===== src/rtl/iir_fixed_pkg.sv =====
// Shared fixed-point definitions for the sign-magnitude IIR datapath (Q7.8 words).
package iir_fixed_pkg;

  localparam int WIDTH     = 16;
  localparam int FRAC_BITS = 8;
  localparam int MAG_W     = WIDTH - 1;

  typedef struct packed {
    logic             sign;
    logic [MAG_W-1:0] mag;
  } sm_word_t;

  localparam logic [MAG_W-1:0] SAT_MAG = '1;

  typedef enum logic [1:0] {
    IDLE,
    BUSY,
    DONE
  } state_e;

endpackage


===== src/rtl/sm_mag_saturate.sv =====
// Turns a raw unsigned magnitude product into a sign-magnitude word: rescale,
// saturate, and suppress negative zero.
module sm_mag_saturate #(
  parameter int MW        = 15,
  parameter int FRAC_BITS = 8
) (
  input  logic [2*MW-1:0] acc_i,
  input  logic            sign_i,
  output logic [MW:0]     word_o,
  output logic            overflow_o
);

  logic [2*MW-1:0] scaled;
  logic [MW-1:0]   mag;

  always_comb begin
    scaled     = acc_i >> FRAC_BITS;
    overflow_o = |scaled[2*MW-1:MW];
    mag        = overflow_o ? '1 : scaled[MW-1:0];
    word_o     = {sign_i & (|mag), mag};
  end

endmodule


===== src/rtl/sm_mult_seq.sv =====
// Iterative shift-and-add sign-magnitude multiplier; one magnitude bit per clock,
// valid/ready handshake on operands and result.
module sm_mult_seq
  import iir_fixed_pkg::*;
#(
  parameter int WIDTH     = iir_fixed_pkg::WIDTH,
  parameter int FRAC_BITS = iir_fixed_pkg::FRAC_BITS
) (
  input  logic             clk,
  input  logic             rst_n,
  input  logic             in_valid,
  output logic             in_ready,
  input  logic [WIDTH-1:0] operand_a,
  input  logic [WIDTH-1:0] operand_b,
  output logic             out_valid,
  input  logic             out_ready,
  output logic [WIDTH-1:0] result,
  output logic             overflow
);

  localparam int MW    = WIDTH - 1;
  localparam int ACC_W = 2 * MW;
  localparam int CNT_W = $clog2(MW);
  localparam logic [CNT_W-1:0] LAST = CNT_W'(MW - 1);

  state_e             state_q, state_d;
  logic [CNT_W-1:0]   cnt_q, cnt_d;
  logic               sign_q, sign_d;
  logic [MW-1:0]      mag_a_q, mag_a_d;
  logic [MW-1:0]      mag_b_q, mag_b_d;
  logic [ACC_W-1:0]   acc_q, acc_d;
  logic [WIDTH-1:0]   result_q, result_d;
  logic               ovf_q, ovf_d;

  logic [ACC_W-1:0]   addend;
  logic [ACC_W-1:0]   acc_sum;
  logic [WIDTH-1:0]   sat_word;
  logic               sat_ovf;

  always_comb begin
    addend  = mag_b_q[cnt_q] ? (ACC_W'(mag_a_q) << cnt_q) : '0;
    acc_sum = acc_q + addend;
  end

  // Final partial product is folded in combinationally so the result registers
  // on the same edge as the last accumulate.
  sm_mag_saturate #(
    .MW        (MW),
    .FRAC_BITS (FRAC_BITS)
  ) u_sat (
    .acc_i      (acc_sum),
    .sign_i     (sign_q),
    .word_o     (sat_word),
    .overflow_o (sat_ovf)
  );

  always_comb begin
    state_d  = state_q;
    cnt_d    = cnt_q;
    sign_d   = sign_q;
    mag_a_d  = mag_a_q;
    mag_b_d  = mag_b_q;
    acc_d    = acc_q;
    result_d = result_q;
    ovf_d    = ovf_q;
    case (state_q)
      IDLE: begin
        if (in_valid) begin
          state_d = BUSY;
          sign_d  = operand_a[MW] ^ operand_b[MW];
          mag_a_d = operand_a[MW-1:0];
          mag_b_d = operand_b[MW-1:0];
          acc_d   = '0;
          cnt_d   = '0;
        end
      end
      BUSY: begin
        acc_d = acc_sum;
        cnt_d = cnt_q + CNT_W'(1);
        if (cnt_q == LAST) begin
          state_d  = DONE;
          result_d = sat_word;
          ovf_d    = sat_ovf;
        end
      end
      DONE: begin
        if (out_ready) state_d = IDLE;
      end
      default: state_d = IDLE;
    endcase
  end

  always_ff @(posedge clk or negedge rst_n) begin
    if (!rst_n) begin
      state_q  <= IDLE;
      cnt_q    <= '0;
      sign_q   <= 1'b0;
      mag_a_q  <= '0;
      mag_b_q  <= '0;
      acc_q    <= '0;
      result_q <= '0;
      ovf_q    <= 1'b0;
    end else begin
      state_q  <= state_d;
      cnt_q    <= cnt_d;
      sign_q   <= sign_d;
      mag_a_q  <= mag_a_d;
      mag_b_q  <= mag_b_d;
      acc_q    <= acc_d;
      result_q <= result_d;
      ovf_q    <= ovf_d;
    end
  end

  assign in_ready  = (state_q == IDLE);
  assign out_valid = (state_q == DONE);
  assign result    = result_q;
  assign overflow  = ovf_q;

endmodule


===== config.mk =====
export PLATFORM = sky130hd
export DESIGN_NAME = sm_mult_seq
export DESIGN_NICKNAME = d
export VERILOG_FILES = /design/src/rtl/iir_fixed_pkg.sv /design/src/rtl/sm_mag_saturate.sv /design/src/rtl/sm_mult_seq.sv
export SDC_FILE = /design/constraint.sdc
export NUM_CORES = 1
export LEC_CHECK = 0
export ABC_AREA = 1
export CAP_MARGIN = 0
export CORE_UTILIZATION = 50
export CTS_CLUSTER_DIAMETER = 100
export DETAILED_ROUTE_END_ITERATION = 12
export PLACE_DENSITY = 0.71
export SLEW_MARGIN = 20
export SYNTH_ARGS = -nofsm -noshare
export SYNTH_HDL_FRONTEND = slang
export SYNTH_SLANG_ARGS = --single-unit

===== constraint.sdc =====
create_clock -name clk -period 4.9 [get_ports clk]
set_clock_uncertainty 0.2 [all_clocks]
set_input_delay 0.98 -clock clk [delete_from_list [all_inputs] [get_ports clk]]
set_output_delay 0.98 -clock clk [all_outputs]
set_load 0.1 [all_outputs]

==> results.ini <==
[layout]
multiInputGateArea_sq_um=3590
syn_to_final_growth_pct=15.9
diodes=0
drive_above_1_share_pct=5.82
fill_cells=1170
nets=1131
final_area_sq_um=7420
seq_area_sq_um=2100

[timing]
holdWs_ns=0.278
hold_viol=0
max_freq_ghz=0.232
worstMarginPinSlew_ns=0.969
setup_ws_ns=0.589
maxSlewHeadroom_pct=35.2
period_needed_ns=4.31
rsz0062_at_grt=false
setup_violations=0
fin_setup_tns_ns=0
post-route-period-util_pct=88.0
finalMaxSlewViolations=0

[synth]
avgSynthCellArea_sq_um=6.30
synth_cell_types=40
ys.flop_type=dfrtp_1
synth_edf_count=0
ys_warn_count=0
async_flop_share_pct=100
postSynthCellCount=1016
synth_fp_nets=1084
syn_area_sq_um=6400
ys_seq_area_share_pct=32.8
yosys_register_bits=84

[floorplanning]
pin_count=55
die_area_sq_um=13300
dieHeight_microns=115
start_util_pct=52.2
row_count=40
core-area_sq_um=12300
chipWidth_microns=115

[critical_path]
cp_slowest_cell=dfrtp_2
cp_num_buf_inv=4
path_class=reg -> reg
crit_family=simple AND/OR/NAND/NOR gates
worst-path-max-fanout=22
slowest_delay_ns=0.56
cp.required_ns=4.90
crit_path_end_kind=flop
cp.arrival_ns=4.31
crit_path_start_kind=flop
crit_top_cell=nand2_1

[clock_tree]
cts_tree=yes
cts_setup_buffers=0
cts_made_buffers=9
clock_sinks=84
clk_pin_slew_worst_paths_ns=0.06
cts-hold-fix-buffers=0
clock_path_buffers=2
clk_latency_ns=0.34
cts_max_level=3
post_cts_resized=0
cts_root_buf=clkbuf_16

[drt]
vias=6090
wl_per_cell_microns=13.4
antenna_left=0
dr.pass1.iters=6
drt-vias-per-instance=4.94
drcViolationCount=0
finalWirelength_mm=16.5
drtIter0Drc=465

[flow_run]
drv_cap=0

[placement]
dp_slack_ns=0.293
dpl_cell_area_sq_um=7110
gp_congestion=0.942
hpwl_mm=13.0
io_buffers=54

[grt]
grt_pass1_wl_mm=27.9
track_usage_pct=27.3
antenna_found_initial=0
overflow=0
grt_pass1_vias=5661
grt_max_degree=85

[min_path]
min_path_type=reg -> reg

[outcome]
status=complete, no violations

==> placed cells by master (no fill, tap or decap), types with 2 or more instances in the layout <==
| cell type | count |
|---|---|
| clkbuf_16 | 9 |
| o2111ai_1 | 2 |
| a21oi_1 | 21 |
| o211ai_1 | 5 |
| mux2i_1 | 3 |
| o21ai_0 | 80 |
| nand3_1 | 28 |
| a31oi_1 | 3 |
| o21ai_1 | 2 |
| nand2_1 | 423 |
| nor2_1 | 82 |
| buf_4 | 13 |
| clkdlybuf4s50_1 | 53 |
| nand3b_1 | 3 |
| o22ai_1 | 5 |
| or2_2 | 4 |
| ha_1 | 31 |
| nor2_2 | 9 |
| nand3_2 | 5 |
| nand4_1 | 4 |
| o21bai_1 | 2 |
| inv_1 | 150 |
| xnor2_1 | 10 |
| bufinv_16 | 2 |
| clkbuf_1 | 2 |
| a21oi_2 | 9 |
| xor2_1 | 4 |
| dfrtp_1 | 83 |
| nand2_2 | 5 |
==> kinds of logic after synthesis <==
kind of cell / share of synthesized area (%)
AO/OA/AOI/OAI: 11.6
XOR/XNOR: 1.92
adder cells (fa/ha/maj): 6.37
buffers and inverters: 11.1
flip-flops: 32.8
multiplexers: 0.469
AND/OR/NAND/NOR: 35.7
==> layer usage <==
metal | part of all wire, % | track usage, %
met1 | 47 | 35.8
met2 | 46 | 45.7
met3 | 4.1 | 3.80
met4 | 2.7 | 10.8
met5 | 0 | 0
==> cell usage after synthesis (2+ instances only) <==
library cell / count / area [sq um]
nand2_1: 424 / 1590
inv_1: 150 / 563
dfrtp_1: 84 / 2100
nor2_1: 83 / 312
o21ai_0: 81 / 405
ha_1: 31 / 388
nand3_1: 28 / 140
a21oi_1: 21 / 105
clkbuf_1: 20 / 75.1
xnor2_1: 10 / 87.6
a21oi_2: 9 / 78.8
nor2_2: 8 / 50.1
buf_2: 6 / 30.0
nand3_2: 5 / 50.1
o211ai_1: 5 / 37.5
o22ai_1: 5 / 31.3
nand2_2: 4 / 25.0
nand4_1: 4 / 25.0
or2_2: 4 / 25.0
xor2_1: 4 / 35.0
a31oi_1: 3 / 18.8
buf_1: 3 / 11.3
mux2i_1: 3 / 30.0
nand3b_1: 3 / 22.5
o2111ai_1: 2 / 17.5
o21bai_1: 2 / 15.0
==> cell type report <==
| type | instances | share of cell area (%) |
|---|---|---|
| clock buffer | 12 | 3.32 |
| timing repair buffer | 67 | 8.62 |
| tap | 168 | 2.83 |
| sequential | 84 | 28.3 |
| multi-input combinational | 750 | 48.4 |
| inverter | 151 | 7.64 |
| clock inverter | 2 | 0.809 |
==> state kept, by name, indices dropped and copies added, names as in the netlist <==
name      flops
sign_q        1
state_q       2
result       16
acc_q        30
overflow      1
cnt_q         4
mag_a_q      15
mag_b_q      15
==> through the flow <==
step | util (%) | instances
finish | 60.5 | 1234
global route | 60.5 | 1234
CTS | 60.5 | 1234
detailed placement | 58.0 | 1220
global placement | 58.0 | 1220
floorplan | - | 1016
==> worst reg2reg max path, delay by kind of cell, from the launching register on <==
kind	cells	cell delay [ns]
buffers and inverters	4	0.44
flip-flops	1	0.56
AND/OR/NAND/NOR	15	1.96
adder cells (fa/ha/maj)	1	0.28
AO/OA/AOI/OAI	5	0.74
==> final timing paths <==
check                           cells after the start   startpoint     endpoint  slack (ns)
worst max-delay path                               25     cnt_q[1]    result[1]        0.59
worst min register to register                      2  mag_b_q[12]  mag_b_q[12]        0.28
min in group asynchronous                           1        rst_n     acc_q[6]        0.45
worst min-delay path                                2  mag_b_q[12]  mag_b_q[12]        0.28
max in group asynchronous                           1        rst_n     cnt_q[1]        3.44
worst max register to register                     25     cnt_q[1]    result[1]        0.59
Power is not shown: default switching activity piles up to over one toggle a cycle in this logic, so the estimate is an artifact.
